File: config.mk
export PLATFORM = sky130hd
export DESIGN_NAME = serial_nibble_subtractor
export DESIGN_NICKNAME = d
export VERILOG_FILES = /design/src/rtl/alu_pkg.sv /design/src/rtl/sub_4bits.sv /design/src/rtl/serial_nibble_subtractor.sv
export SDC_FILE = /design/constraint.sdc
export NUM_CORES = 1
export LEC_CHECK = 0
export ABC_AREA = 0
export CAP_MARGIN = 10
export CELL_PAD_IN_SITES_DETAIL_PLACEMENT = 1
export CELL_PAD_IN_SITES_GLOBAL_PLACEMENT = 1
export CORE_MARGIN = 1
export CORE_UTILIZATION = 50
export DETAILED_ROUTE_END_ITERATION = 6
export DONT_BUFFER_PORTS = 1
export HOLD_SLACK_MARGIN = 0.06
export PLACE_DENSITY_LB_ADDON = 0.05
export SLEW_MARGIN = 20
export SYNTH_ARGS = -nofsm -noshare
export SYNTH_HDL_FRONTEND = slang
export SYNTH_SLANG_ARGS = --single-unit
File: constraint.sdc
create_clock -name clk -period 5.2 [get_ports clk]
set_input_delay 1.04 -clock clk [delete_from_list [all_inputs] [get_ports clk]]
set_output_delay 1.04 -clock clk [all_outputs]
set_load 0.02 [all_outputs]
File: src/rtl/alu_pkg.sv
`default_nettype none
// ============================================================================
// Module      : alu_pkg
// Description : Shared slice width and FSM state encoding for the serial
//               nibble subtractor.
// Revision    : 1.0 - initial release
// ============================================================================
package alu_pkg;

    localparam int NIBBLE = 4;

    typedef enum logic [1:0] {
        IDLE = 2'd0,
        RUN  = 2'd1,
        DONE = 2'd2
    } state_t;

endpackage
`default_nettype wire

File: src/rtl/sub_4bits.sv
`default_nettype none
// ============================================================================
// Module      : sub_4bits
// Description : Combinational 4-bit borrow-lookahead subtractor slice.
// Revision    : 1.0 - initial release
// ============================================================================
module sub_4bits
    import alu_pkg::*;
(
    input  logic [NIBBLE-1:0] a,
    input  logic [NIBBLE-1:0] b,
    input  logic              bin,
    output logic [NIBBLE-1:0] d,
    output logic              bout
);

    logic [NIBBLE-1:0] w_g;
    logic [NIBBLE-1:0] w_p;
    logic [NIBBLE:0]   w_c;

    // A bit generates a borrow when it is 0 against a 1, and passes an
    // incoming borrow through when both bits are equal.
    assign w_g = ~a & b;
    assign w_p = ~(a ^ b);

    assign w_c[0] = bin;
    assign w_c[1] = w_g[0] | (w_p[0] & w_c[0]);
    assign w_c[2] = w_g[1] | (w_p[1] & w_g[0]) | (w_p[1] & w_p[0] & w_c[0]);
    assign w_c[3] = w_g[2] | (w_p[2] & w_g[1]) | (w_p[2] & w_p[1] & w_g[0])
                  | (w_p[2] & w_p[1] & w_p[0] & w_c[0]);
    assign w_c[4] = w_g[3] | (w_p[3] & w_g[2]) | (w_p[3] & w_p[2] & w_g[1])
                  | (w_p[3] & w_p[2] & w_p[1] & w_g[0])
                  | (w_p[3] & w_p[2] & w_p[1] & w_p[0] & w_c[0]);

    assign d    = a ^ b ^ w_c[NIBBLE-1:0];
    assign bout = w_c[NIBBLE];

endmodule
`default_nettype wire

File: src/rtl/serial_nibble_subtractor.sv
`default_nettype none
// ============================================================================
// Module      : serial_nibble_subtractor
// Description : Multi-cycle a - b - borrow_in, one nibble per clock, LSB first.
// Revision    : 1.0 - initial release
// ============================================================================
module serial_nibble_subtractor
    import alu_pkg::*;
#(
    parameter int ANCHO = 16
) (
    input  logic             clk,
    input  logic             rst,
    input  logic             valid_in,
    output logic             ready,
    input  logic [ANCHO-1:0] a,
    input  logic [ANCHO-1:0] b,
    input  logic             aluflagin,
    output logic [ANCHO-1:0] aluresult,
    output logic             aluflags,
    output logic             ovfflag,
    output logic             zeroflag,
    output logic             done
);

    localparam int c_nslice = ANCHO / NIBBLE;
    localparam int c_idxw   = $clog2(c_nslice);
    localparam int c_offw   = c_idxw + 2;

    generate
        if ((ANCHO % NIBBLE) != 0 || ANCHO < 8) begin : g_ancho_check
            $error("ANCHO must be a multiple of 4 and at least 8");
        end
    endgenerate

    state_t              r_state_q,     w_state_d;
    logic [c_idxw-1:0]   r_idx_q,       w_idx_d;
    logic [ANCHO-1:0]    r_a_q,         w_a_d;
    logic [ANCHO-1:0]    r_b_q,         w_b_d;
    logic                r_borrow_q,    w_borrow_d;
    logic [ANCHO-1:0]    r_res_q,       w_res_d;
    logic [ANCHO-1:0]    r_aluresult_q, w_aluresult_d;
    logic                r_aluflags_q,  w_aluflags_d;
    logic                r_ovf_q,       w_ovf_d;
    logic                r_zero_q,      w_zero_d;

    logic [c_offw-1:0]   w_off;
    logic [NIBBLE-1:0]   w_nib_d;
    logic                w_nib_bout;
    logic [ANCHO-1:0]    w_res_upd;
    logic                w_last;
    logic                w_ovf;

    assign w_off  = {r_idx_q, 2'b00};
    assign w_last = (r_idx_q == c_idxw'(c_nslice - 1));

    sub_4bits u_slice (
        .a    (r_a_q[w_off +: NIBBLE]),
        .b    (r_b_q[w_off +: NIBBLE]),
        .bin  (r_borrow_q),
        .d    (w_nib_d),
        .bout (w_nib_bout)
    );

    always_comb begin
        w_res_upd                   = r_res_q;
        w_res_upd[w_off +: NIBBLE]  = w_nib_d;
    end

    // Only meaningful on the top slice: operand signs differ and the result
    // sign disagrees with the minuend.
    assign w_ovf = (r_a_q[ANCHO-1] != r_b_q[ANCHO-1]) &&
                   (w_nib_d[NIBBLE-1] != r_a_q[ANCHO-1]);

    always_comb begin
        w_state_d     = r_state_q;
        w_idx_d       = r_idx_q;
        w_a_d         = r_a_q;
        w_b_d         = r_b_q;
        w_borrow_d    = r_borrow_q;
        w_res_d       = r_res_q;
        w_aluresult_d = r_aluresult_q;
        w_aluflags_d  = r_aluflags_q;
        w_ovf_d       = r_ovf_q;
        w_zero_d      = r_zero_q;
        case (r_state_q)
            IDLE, DONE: begin
                if (valid_in) begin
                    w_a_d      = a;
                    w_b_d      = b;
                    w_borrow_d = aluflagin;
                    w_res_d    = '0;
                    w_idx_d    = '0;
                    w_state_d  = RUN;
                end else if (r_state_q == DONE) begin
                    w_state_d = IDLE;
                end
            end
            RUN: begin
                w_res_d    = w_res_upd;
                w_borrow_d = w_nib_bout;
                if (w_last) begin
                    w_idx_d       = '0;
                    w_state_d     = DONE;
                    w_aluresult_d = w_res_upd;
                    w_aluflags_d  = w_nib_bout;
                    w_ovf_d       = w_ovf;
                    w_zero_d      = (w_res_upd == '0);
                end else begin
                    w_idx_d = r_idx_q + c_idxw'(1);
                end
            end
            default: w_state_d = IDLE;
        endcase
    end

    always_ff @(posedge clk) begin
        if (rst) begin
            r_state_q     <= IDLE;
            r_idx_q       <= '0;
            r_a_q         <= '0;
            r_b_q         <= '0;
            r_borrow_q    <= 1'b0;
            r_res_q       <= '0;
            r_aluresult_q <= '0;
            r_aluflags_q  <= 1'b0;
            r_ovf_q       <= 1'b0;
            r_zero_q      <= 1'b0;
        end else begin
            r_state_q     <= w_state_d;
            r_idx_q       <= w_idx_d;
            r_a_q         <= w_a_d;
            r_b_q         <= w_b_d;
            r_borrow_q    <= w_borrow_d;
            r_res_q       <= w_res_d;
            r_aluresult_q <= w_aluresult_d;
            r_aluflags_q  <= w_aluflags_d;
            r_ovf_q       <= w_ovf_d;
            r_zero_q      <= w_zero_d;
        end
    end

    assign ready     = (r_state_q != RUN);
    assign done      = (r_state_q == DONE);
    assign aluresult = r_aluresult_q;
    assign aluflags  = r_aluflags_q;
    assign ovfflag   = r_ovf_q;
    assign zeroflag  = r_zero_q;

endmodule
`default_nettype wire

# [Word-level counts from Yosys, hierarchy flattened]
# Index checks and enable logic that the tools add are counted.
[totals] latchBits=0 regBits=72 n_memories=0 input_bits=36 rom_bits=0 ramBits=0 wordCells=77 output_inout_bits=21
[op_classes] div=0 magnitude_cmp=0 reduce_logical=9 muxes=12 n_eq_ne=9 multipliers=0 bitwise_logic=31 add_sub_neg=2 n_shift=4
[ops] operator="case mux 16 bit (2 select lines)" n=1
[ops] operator="indexed part select 16 x 5 -> 4 bit" n=2
[ops] operator="bitwise AND 1 bit" n=16
[ops] operator="bitwise mux 16 bit" n=1
[ops] operator="logical NOT 16 bit" n=1
[ops] operator="2-to-1 mux 16 bit" n=1
[ops] operator="variable shift 4 x 6 -> 16 bit (first input constant)" n=1
[ops] operator="indexed part select 4 x 6 -> 16 bit" n=1
[ops] operator="2-to-1 mux 2 bit" n=5
[ops] operator="bitwise OR 1 bit" n=10
[ops] operator="NOT 4 bit" n=2
[ops] operator="case mux 2 bit (2 select lines)" n=2
[ops] operator="AND reduction 2 bit" n=4
[ops] operator="bitwise XOR 4 bit" n=2
[ops] operator="negator 4 -> 6 bit" n=1
[ops] operator="bitwise AND 4 bit" n=1
[ops] operator="== test 2 bit (second input constant)" n=2
[ops] operator="inequality test 2 bit (second input constant)" n=2
[ops] operator="inequality test 3 bit (second input constant)" n=1
[ops] operator="adder 2 x 1 -> 2 bit (second input constant)" n=1
[ops] operator="== test 2 x 1 -> 1 bit (second input constant)" n=1
[ops] operator="logical NOT 2 bit" n=1
[ops] operator="inequality test 1 bit" n=2
[ops] operator="inequality test 2 x 1 -> 1 bit (second input constant)" n=1
[ops] operator="other kinds (5)" n=5

# [Depth between registers and ports, before layout]
# Gate-level depths: netlist of run 1.
[logic_depth] depth_word=11 depth_mapped=11 depth_no_buf=9

# [Modules after synthesis]
# From an unflattened synthesis of run 1, not the netlist that was laid out.
[hier_totals] hier_cells=411 area_unflattened_um2=3367.0
[modules_own_cells] mod="serial_nibble_subtractor" cells_each=384 area_each_um2=3166.8 instances=1
[modules_own_cells] mod="sub_4bits" cells_each=27 area_each_um2=200.2 instances=1

# [Worst setup path after synthesis of run 1]
# OpenSTA, ideal clock, no wires.
[synth_timing] path_type="register -> register" from="register r_idx_q[1]" to="register r_ovf_q, in the netlist ovfflag" n_path_buf=1 t_arrival_ns=2.788 path_stages_with_launch=10 synth_period_minus_slack_ns=2.877 setup_slack_ns=2.323 path_cell_list="dfxtp_1 -> clkbuf_1 -> mux4_2 -> inv_1 -> ha_1 -> a211oi_2 -> o21ba_1 -> xor2_2 -> or3b_1 -> a311oi_2"
[synth_via] elab_chain_cells=10 elab_cells_between_ends=19 cone_classes="eq/ne: 2; shift: 2; bitwise: 13; reduce/logical: 2"
[synth_lines] element="start, declared" line_no="serial_nibble_subtractor.sv:37" text="logic [c_idxw-1:0] r_idx_q, w_idx_d;"
[synth_lines] element="start signal, assigned" line_no="serial_nibble_subtractor.sv:131" text="r_idx_q <= w_idx_d;"
[synth_lines] element="indexed part select 16 x 5 -> 4 bit, on equally long branches" line_no="serial_nibble_subtractor.sv:58, serial_nibble_subtractor.sv:59"
[synth_lines] element="bitwise XOR 4 bit / NOT 4 bit (equally long branches)" line_no="sub_4bits.sv:24, sub_4bits.sv:35, sub_4bits.sv:23"
[synth_lines] element="NOT 4 bit / bitwise AND 4 bit (equally long branches)" line_no="sub_4bits.sv:24, sub_4bits.sv:23"
[synth_lines] element="bitwise AND 1 bit, on equally long branches" line_no="sub_4bits.sv:29, sub_4bits.sv:30"
[synth_lines] element="bitwise OR 1 bit (tied with other cells)" line_no="sub_4bits.sv:29" text="assign w_c[3] = w_g[2] | (w_p[2] & w_g[1]) | (w_p[2] & w_p[1] & w_g[0])"
[synth_lines] element="bitwise OR 1 bit / bitwise AND 1 bit (equally long branches)" line_no="sub_4bits.sv:29, sub_4bits.sv:30"
[synth_lines] element="bitwise OR 1 bit" line_no="sub_4bits.sv:30" text="| (w_p[2] & w_p[1] & w_p[0] & w_c[0]);"
[synth_lines] element="bitwise XOR 4 bit" line_no="sub_4bits.sv:35" text="assign d = a ^ b ^ w_c[NIBBLE-1:0];"
[synth_lines] element="inequality test 1 bit" line_no="serial_nibble_subtractor.sv:73" text="(w_nib_d[NIBBLE-1] != r_a_q[ANCHO-1]);"
[synth_lines] element="logical AND 1 bit" line_no="serial_nibble_subtractor.sv:72" text="assign w_ovf = (r_a_q[ANCHO-1] != r_b_q[ANCHO-1]) &&"
[synth_lines] element="end signal, assigned" line_no="serial_nibble_subtractor.sv:138" text="r_ovf_q <= w_ovf_d;"
[synth_lines] element="end, declared" line_no="serial_nibble_subtractor.sv:44" text="logic r_ovf_q, w_ovf_d;"
# Parallel ways exist; a longest one is shown, timed or not.
# A chain may end at the register's enable or synchronous reset.

# [Worst setup path after layout of run 1]
[layout_timing] from="register r_idx_q[0]" to="register r_zero_q, in the netlist zeroflag"
[layout_via] elab_chain_cells=11 elab_cells_between_ends=29 cone_classes="add/sub: 1; eq/ne: 1; shift: 4; mux: 1; bitwise: 20; reduce/logical: 2"
[layout_lines] element="indexed part select 16 x 5 -> 4 bit, on equally long branches" line_no="serial_nibble_subtractor.sv:58, serial_nibble_subtractor.sv:59"
[layout_lines] element="bitwise XOR 4 bit / NOT 4 bit (equally long branches)" line_no="sub_4bits.sv:24, sub_4bits.sv:35, sub_4bits.sv:23"
[layout_lines] element="NOT 4 bit / bitwise AND 4 bit (equally long branches)" line_no="sub_4bits.sv:24, sub_4bits.sv:23"
[layout_lines] element="bitwise AND 1 bit, on equally long branches" line_no="sub_4bits.sv:29, sub_4bits.sv:30"
[layout_lines] element="bitwise OR 1 bit (tied with other cells)" line_no="sub_4bits.sv:29"
[layout_lines] element="bitwise OR 1 bit / bitwise AND 1 bit (equally long branches)" line_no="sub_4bits.sv:29, sub_4bits.sv:30"
[layout_lines] element="bitwise OR 1 bit" line_no="sub_4bits.sv:30"
[layout_lines] element="bitwise XOR 4 bit" line_no="sub_4bits.sv:35"
[layout_lines] element="indexed part select 4 x 6 -> 16 bit" line_no="serial_nibble_subtractor.sv:67" text="w_res_upd[w_off +: NIBBLE] = w_nib_d;"
[layout_lines] element="bitwise mux 16 bit" line_no="serial_nibble_subtractor.sv:67"
[layout_lines] element="logical NOT 16 bit" line_no="serial_nibble_subtractor.sv:108" text="w_zero_d = (w_res_upd == '0);"
[layout_lines] element="end signal, assigned" line_no="serial_nibble_subtractor.sv:139" text="r_zero_q <= w_zero_d;"
[layout_lines] element="end, declared" line_no="serial_nibble_subtractor.sv:45" text="logic r_zero_q, w_zero_d;"
# Parallel ways exist; a longest one is shown, timed or not.

==> metrics.cfg, run 1 <==
[floorplan]
initial_utilization=0.5316
die_y_um=82.51
die_area_um2=6807
design.core.area_um2=6096
fp-row-count=28
die_width_um=82.51
boundaryPins=57

[global_routing]
track_usage=0.2549
grt_remaining_overflow=0
grt_antenna_before_repair=0
grt_pass1_wl_um=12590
grt_pass1_vias=2585
grt_start_max_net_pins=74

[yosys]
synth_warnings=0
synth_nets=434
synth.largest_area_cell=dfxtp_1
synth_cells=387
seq_area_frac_synth=0.4448
syn-cell-area_um2=3241
synth_seq_cells=72
ys_types=40
synth.area.top_cells=dfxtp_1 44%, nand2_1 9.5%, a21oi_1 7.7%
synth_top_area_frac=0.4448
synthesis.area_per_instance_um2=8.374

[clocking]
h-tree-depth=3
post_cts_buffers=0
clk_pin_slew_worst_paths_ns=0.07
cts-root-buf=clkbuf_8
clock_sinks=72
cts_resized=0
clk_path_buf_depth=2
clock_latency_ns=0.35
cts_tree=built
hold_buffers=0
numCtsBuffers=9

[timing]
fin_crit_ns=3.369
final.period_utilization=0.6479
relSlewSlack=0.4397
finalSetupViolations=0
whs_ns=0.4525
setup_tns_ns=0
fmax_mhz=296.8
worst_pin_slew_ns=0.8393
rsz0062_at_grt=no
skew_ns=0.004974
hold_violations=0
maxSlewViolCount=0

[critical_path]
cp.arrival_ns=3.65
ff2ff_setup_slack_ns=1.83
setup.worst_path.start_class=flip-flop
crit_chain=mux4_2 > fa_1 > inv_1 > a31oi_1 > nand4_1 > a2111oi_0 > nand2_1 > o21ai_1
critPathKind=reg2reg
slowest_delay_ns=0.87
slowest_stage=dfxtp_1
critPathMaxFanout=20
cp.required_ns=5.48
cp-end-kind=flip-flop

[finish]
diodes=0
fin_nets=423
syn_to_final_growth_pct=7.490
final_layout_size_suffix_gt1_frac=0.08399
finalCoreUtilization=0.5714

[routing]
via_per_inst=5.796
vias=2643
drtIter0Drc=136
wl_um=7878
ant_nets=0
drtPass1Iterations=4
wl_per_cell_um=17.28
drcViolationCount=0

[placement]
dpl.hpwl_um=5389
io_buffers=0
place_congestion=0.8977

[power]
powerDensity_nw_per_um2=350.3
power.leakage_nw=1.237
power_mw=1.220
vdd_drop_max_v=0.0002670

[min_path]
hold_class=reg2reg

[status]
status=completed

[run]
maxCapViolCount=0

layout by cell type (no fill, tap or decap), drive strengths merged, types with 5 or more instances in the layout:
master   Yosys  routed
a211oi      11      11
mux4         8       8
a2bb2oi      5       5
a21oi       50      50
dfxtp       72      72
o22ai        6       6
nor2b       14      14
ha          10      10
clkbuf      20      14
nor2        40      40
nand2       82      82
a22oi        8       8
o21ai        6       6
inv         14      14
sequential cells by signal, indices dropped and copies added (netlist names), 2 cells and up:
name and count:
aluresult 16, r_a_q 16, r_b_q 16, r_idx_q 2
r_res_q 16, r_state_q 2
final cells by class:
cell class,count,area (um^2)
clock buffer,14,182.7
clock inverter,2,35.03
fill,766,2613
inverter,14,52.55
multi-input combinational,275,1648
sequential,72,1441
tap,75,93.84
timing repair buffer,4,30.03
power by group:
group | switching, mW | internal, mW | total, mW
Combinational | 0.0937 | 0.0607 | 0.154
Clock | 0.204 | 0.274 | 0.478
Sequential | 0.0172 | 0.571 | 0.588
stage by stage:
step           setup WS (ns)  instance area [um^2]  instances
6_report               1.831                  3483        456
3_3_place_gp           2.144                  3263        440
5_1_grt                1.541                  3483        456
4_1_cts                1.809                  3483        456
3_5_place_dp           2.008                  3266        440
2_1_floorplan          2.323                  3241        387
path summary, 6_finish.rpt:
path,start,endpoint,cells after the start
max reg2reg,r_idx_q[0],zeroflag,8
min reg2reg,r_b_q[0],r_b_q[0],2
max,r_idx_q[0],zeroflag,8
min,r_b_q[0],r_b_q[0],2
per-layer routing:
metal | vias to the layer above | part of all wire | GRT usage | wire (um)
li1 | 1299 | - | - | -
met1 | 1287 | 0.43 | 0.2905 | 3373
met2 | 44 | 0.52 | 0.4595 | 4109
met3 | 13 | 0.031 | 0.04615 | 243
met4 | 0 | 0.019 | 0.1190 | 152
met5 | - | 0 | 0 | 0
cell usage after synthesis:
| library cell | n |
|---|---|
| a211oi_1 | 10 |
| xnor2_1 | 2 |
| o21ai_0 | 4 |
| o21ai_1 | 2 |
| buf_1 | 1 |
| dfxtp_1 | 72 |
| xor2_1 | 2 |
| or3_1 | 1 |
| nand2b_1 | 2 |
| nand2_1 | 82 |
| buf_2 | 5 |
| a21oi_1 | 50 |
| a31oi_1 | 4 |
| mux4_2 | 8 |
| xor2_2 | 1 |
| inv_1 | 14 |
| o22ai_1 | 6 |
| nand4_1 | 2 |
| a2111oi_0 | 1 |
| o21bai_1 | 1 |
| and4b_1 | 1 |
| nor4bb_1 | 1 |
| a22oi_1 | 8 |
| clkbuf_1 | 20 |
| a211oi_2 | 1 |
| nand3b_1 | 2 |
| nor2b_1 | 14 |
| nand3_1 | 2 |
| nor3_1 | 4 |
| o2111ai_1 | 1 |
| o21ba_1 | 1 |
| nor2_1 | 40 |
| fa_1 | 1 |
| nor3b_1 | 2 |
| mux2i_1 | 1 |
| or3b_1 | 1 |
| and2_1 | 1 |
| ha_1 | 10 |
| a2bb2oi_1 | 5 |
| a311oi_2 | 1 |
cells by family (layout without fill, tap and decap cells):
family | Yosys count | after routing | share of synthesized area
compound gates | 95 | 95 | 0.1803
xor+xnor | 5 | 5 | 0.01583
fa+ha+maj | 11 | 11 | 0.04479
buf+inv | 40 | 34 | 0.04826
flops | 72 | 72 | 0.4448
mux | 9 | 9 | 0.05869
simple gates | 155 | 155 | 0.2073
critical path: cells and delay by family, from the launching register on:
| family | cells | cell delay [ns] |
|---|---|---|
| compound gates | 3 | 0.87 |
| fa+ha+maj | 1 | 0.56 |
| buf+inv | 1 | 0.09 |
| flops | 1 | 0.87 |
| mux | 1 | 0.65 |
| simple gates | 2 | 0.26 |
No activity file was read; power rests on OpenSTA's default activity.
==> run 2, diff against run 1 <==
--- a/config.mk
+++ b/config.mk
@@ -10,7 +10,7 @@
 export CELL_PAD_IN_SITES_DETAIL_PLACEMENT = 1
 export CELL_PAD_IN_SITES_GLOBAL_PLACEMENT = 1
 export CORE_MARGIN = 1
-export CORE_UTILIZATION = 50
+export CORE_UTILIZATION = 46
 export DETAILED_ROUTE_END_ITERATION = 6
 export DONT_BUFFER_PORTS = 1
 export HOLD_SLACK_MARGIN = 0.06
==> constraint.sdc (replaced) <==
create_clock -name clk -period 3.2 [get_ports clk]
set_input_delay 0.64 -clock clk [delete_from_list [all_inputs] [get_ports clk]]
set_output_delay 0.64 -clock clk [all_outputs]
set_load 0.02 [all_outputs]
==> metrics.cfg, run 2 (synthesis results as in run 1) <==
[min_path]
worst_hold_path.num_cells=1
hold_class=in2reg

[clocking]
cts-root-buf=clkbuf_8
numCtsBuffers=9
post_cts_buffers=0
h-tree-depth=3
clock_sinks=72
hold_buffers=0
clk_pin_slew_worst_paths_ns=0.08
clock_latency_ns=0.35
cts_tree=built
clk_path_buf_depth=2

[power]
power.leakage_nw=1.259
powerDensity_nw_per_um2=577.8
vdd_drop_max_v=0.0002986
power_mw=2.057

[timing]
worst_pin_slew_ns=0.6477
fmax_mhz=350.7
finalSetupViolations=0
hold_violations=0
whs_ns=0.3442
setup_tns_ns=0
fin_crit_ns=2.851
rsz0062_at_grt=no
relSlewSlack=0.5666
skew_ns=0.008849
final.period_utilization=0.8910
maxSlewViolCount=0

[critical_path]
cp.arrival_ns=3.14
cp-end-kind=flip-flop
crit_chain=mux4_2 > fa_1 > inv_1 > a31oi_1 > nand4_1 > a2111oi_0 > nand2_1 > o21ai_1
cp.required_ns=3.49
crit_cells=8
reg2reg_depth=8
worst-path-buf-inv=1
setup.worst_path.start_class=flip-flop
slowest_delay_ns=0.58
ff2ff_setup_slack_ns=0.35
critPathKind=reg2reg
slowest_stage=mux4_2
critPathTopFamily=compound AO/OA/AOI/OAI gates
critPathMaxFanout=10

[routing]
vias=2635
drcViolationCount=0
wl_um=7793
ant_nets=0
drtIter0Drc=97
drtPass1Iterations=4
wl_per_cell_um=16.20
via_per_inst=5.478

[floorplan]
initial_utilization=0.4770
design.core.area_um2=6794
die_y_um=85.94
die_area_um2=7385
boundaryPins=57
fp-row-count=30
die_width_um=85.94

[status]
status=completed

[finish]
multi_input_area_um2=1645
final_common_cell=nand2_1
seq_area_um2=1443
fill_cells=819
syn_to_final_growth_pct=9.884
diodes=0
fin_nets=427
layout_common_cells=82 x nand2_1, 71 x dfxtp_1, 50 x a21oi_1
final_layout_size_suffix_gt1_frac=0.09610

[global_routing]
grt-busiest-layer=met2
grt_start_max_net_pins=74
use_met1=0.2659
track_usage=0.2257
grt_pass1_vias=2625
grt_remaining_overflow=0
grt_pass1_wl_um=12750
grt_antenna_before_repair=0
use_met2=0.4012
gr-usage-met3=0.04909

[placement]
place_congestion=0.8559
io_buffers=0
dpl.hpwl_um=5488

[run]
maxCapViolCount=0

run 2: cell types whose count changed in the layout (fill, tap and decap cells not counted):
cell / before / now
dfxtp_1: 72 / 71
bufinv_16: 1 / 2
clkinv_2: 1 / 0
nand2b_1: 1 / 2
nand2b_2: 1 / 0
dfxtp_2: 0 / 1
clkbuf_1: 1 / 0
buf_4: 4 / 8
clkinvlp_4: 0 / 2
clkbuf_8: 13 / 12
run 2: area by class of cell:
class,count,share of cell area
Timing Repair Buffer,8,0.01687
Clock buffer,12,0.04638
Multi-Input combinational cell,275,0.4621
Sequential cell,72,0.4051
Clock inverter,4,0.02108
Tap cell,96,0.03373
Inverter,14,0.01476
run 2: power breakdown:
group          internal, mW  switching [mW]
Combinational         0.101           0.156
Clock                 0.503           0.346
Sequential            0.928          0.0245
run 2: path summary, 6_finish.rpt:
check                   from            to
hold reg to reg     r_b_q[9]      r_b_q[9]
setup / recovery  r_idx_q[0]      zeroflag
hold / removal           rst  aluresult[1]
setup reg to reg  r_idx_q[0]      zeroflag
run 2: layer usage:
metal / part of all wire / wire length (um)
met1: 0.43 / 3335
met5: 0 / 0
met2: 0.52 / 4038
met3: 0.041 / 316
met4: 0.013 / 102
run 2: timing repair:
item / CTS / global route
setup endpoints to repair: 0 / 1
gates resized for setup: 0 / 1
hold endpoints to repair: 0 / 0
run 2: worst register-to-register path, stage by stage (launching register included):
cell and delay [ns]:
dfxtp_2 0.50, mux4_2 0.58, fa_1 0.56, inv_1 0.09, a31oi_1 0.24, nand4_1 0.13, a2111oi_0 0.46, nand2_1 0.10
o21ai_1 0.13
run 2: metrics by stage:
| step | std cells | instance area, um^2 | utilization | setup WS, ns |
|---|---|---|---|---|
| CTS | 481 | 3560 | 0.5239 | 0.2180 |
| global route | 481 | 3561 | 0.5241 | 0.1307 |
| detailed placement | 465 | 3319 | 0.4886 | 0.2505 |
| floorplan | 387 | 3241 | - | 0.3234 |
| finish | 481 | 3561 | 0.5241 | 0.3489 |
| global placement | 465 | 3319 | 0.4886 | 0.3588 |
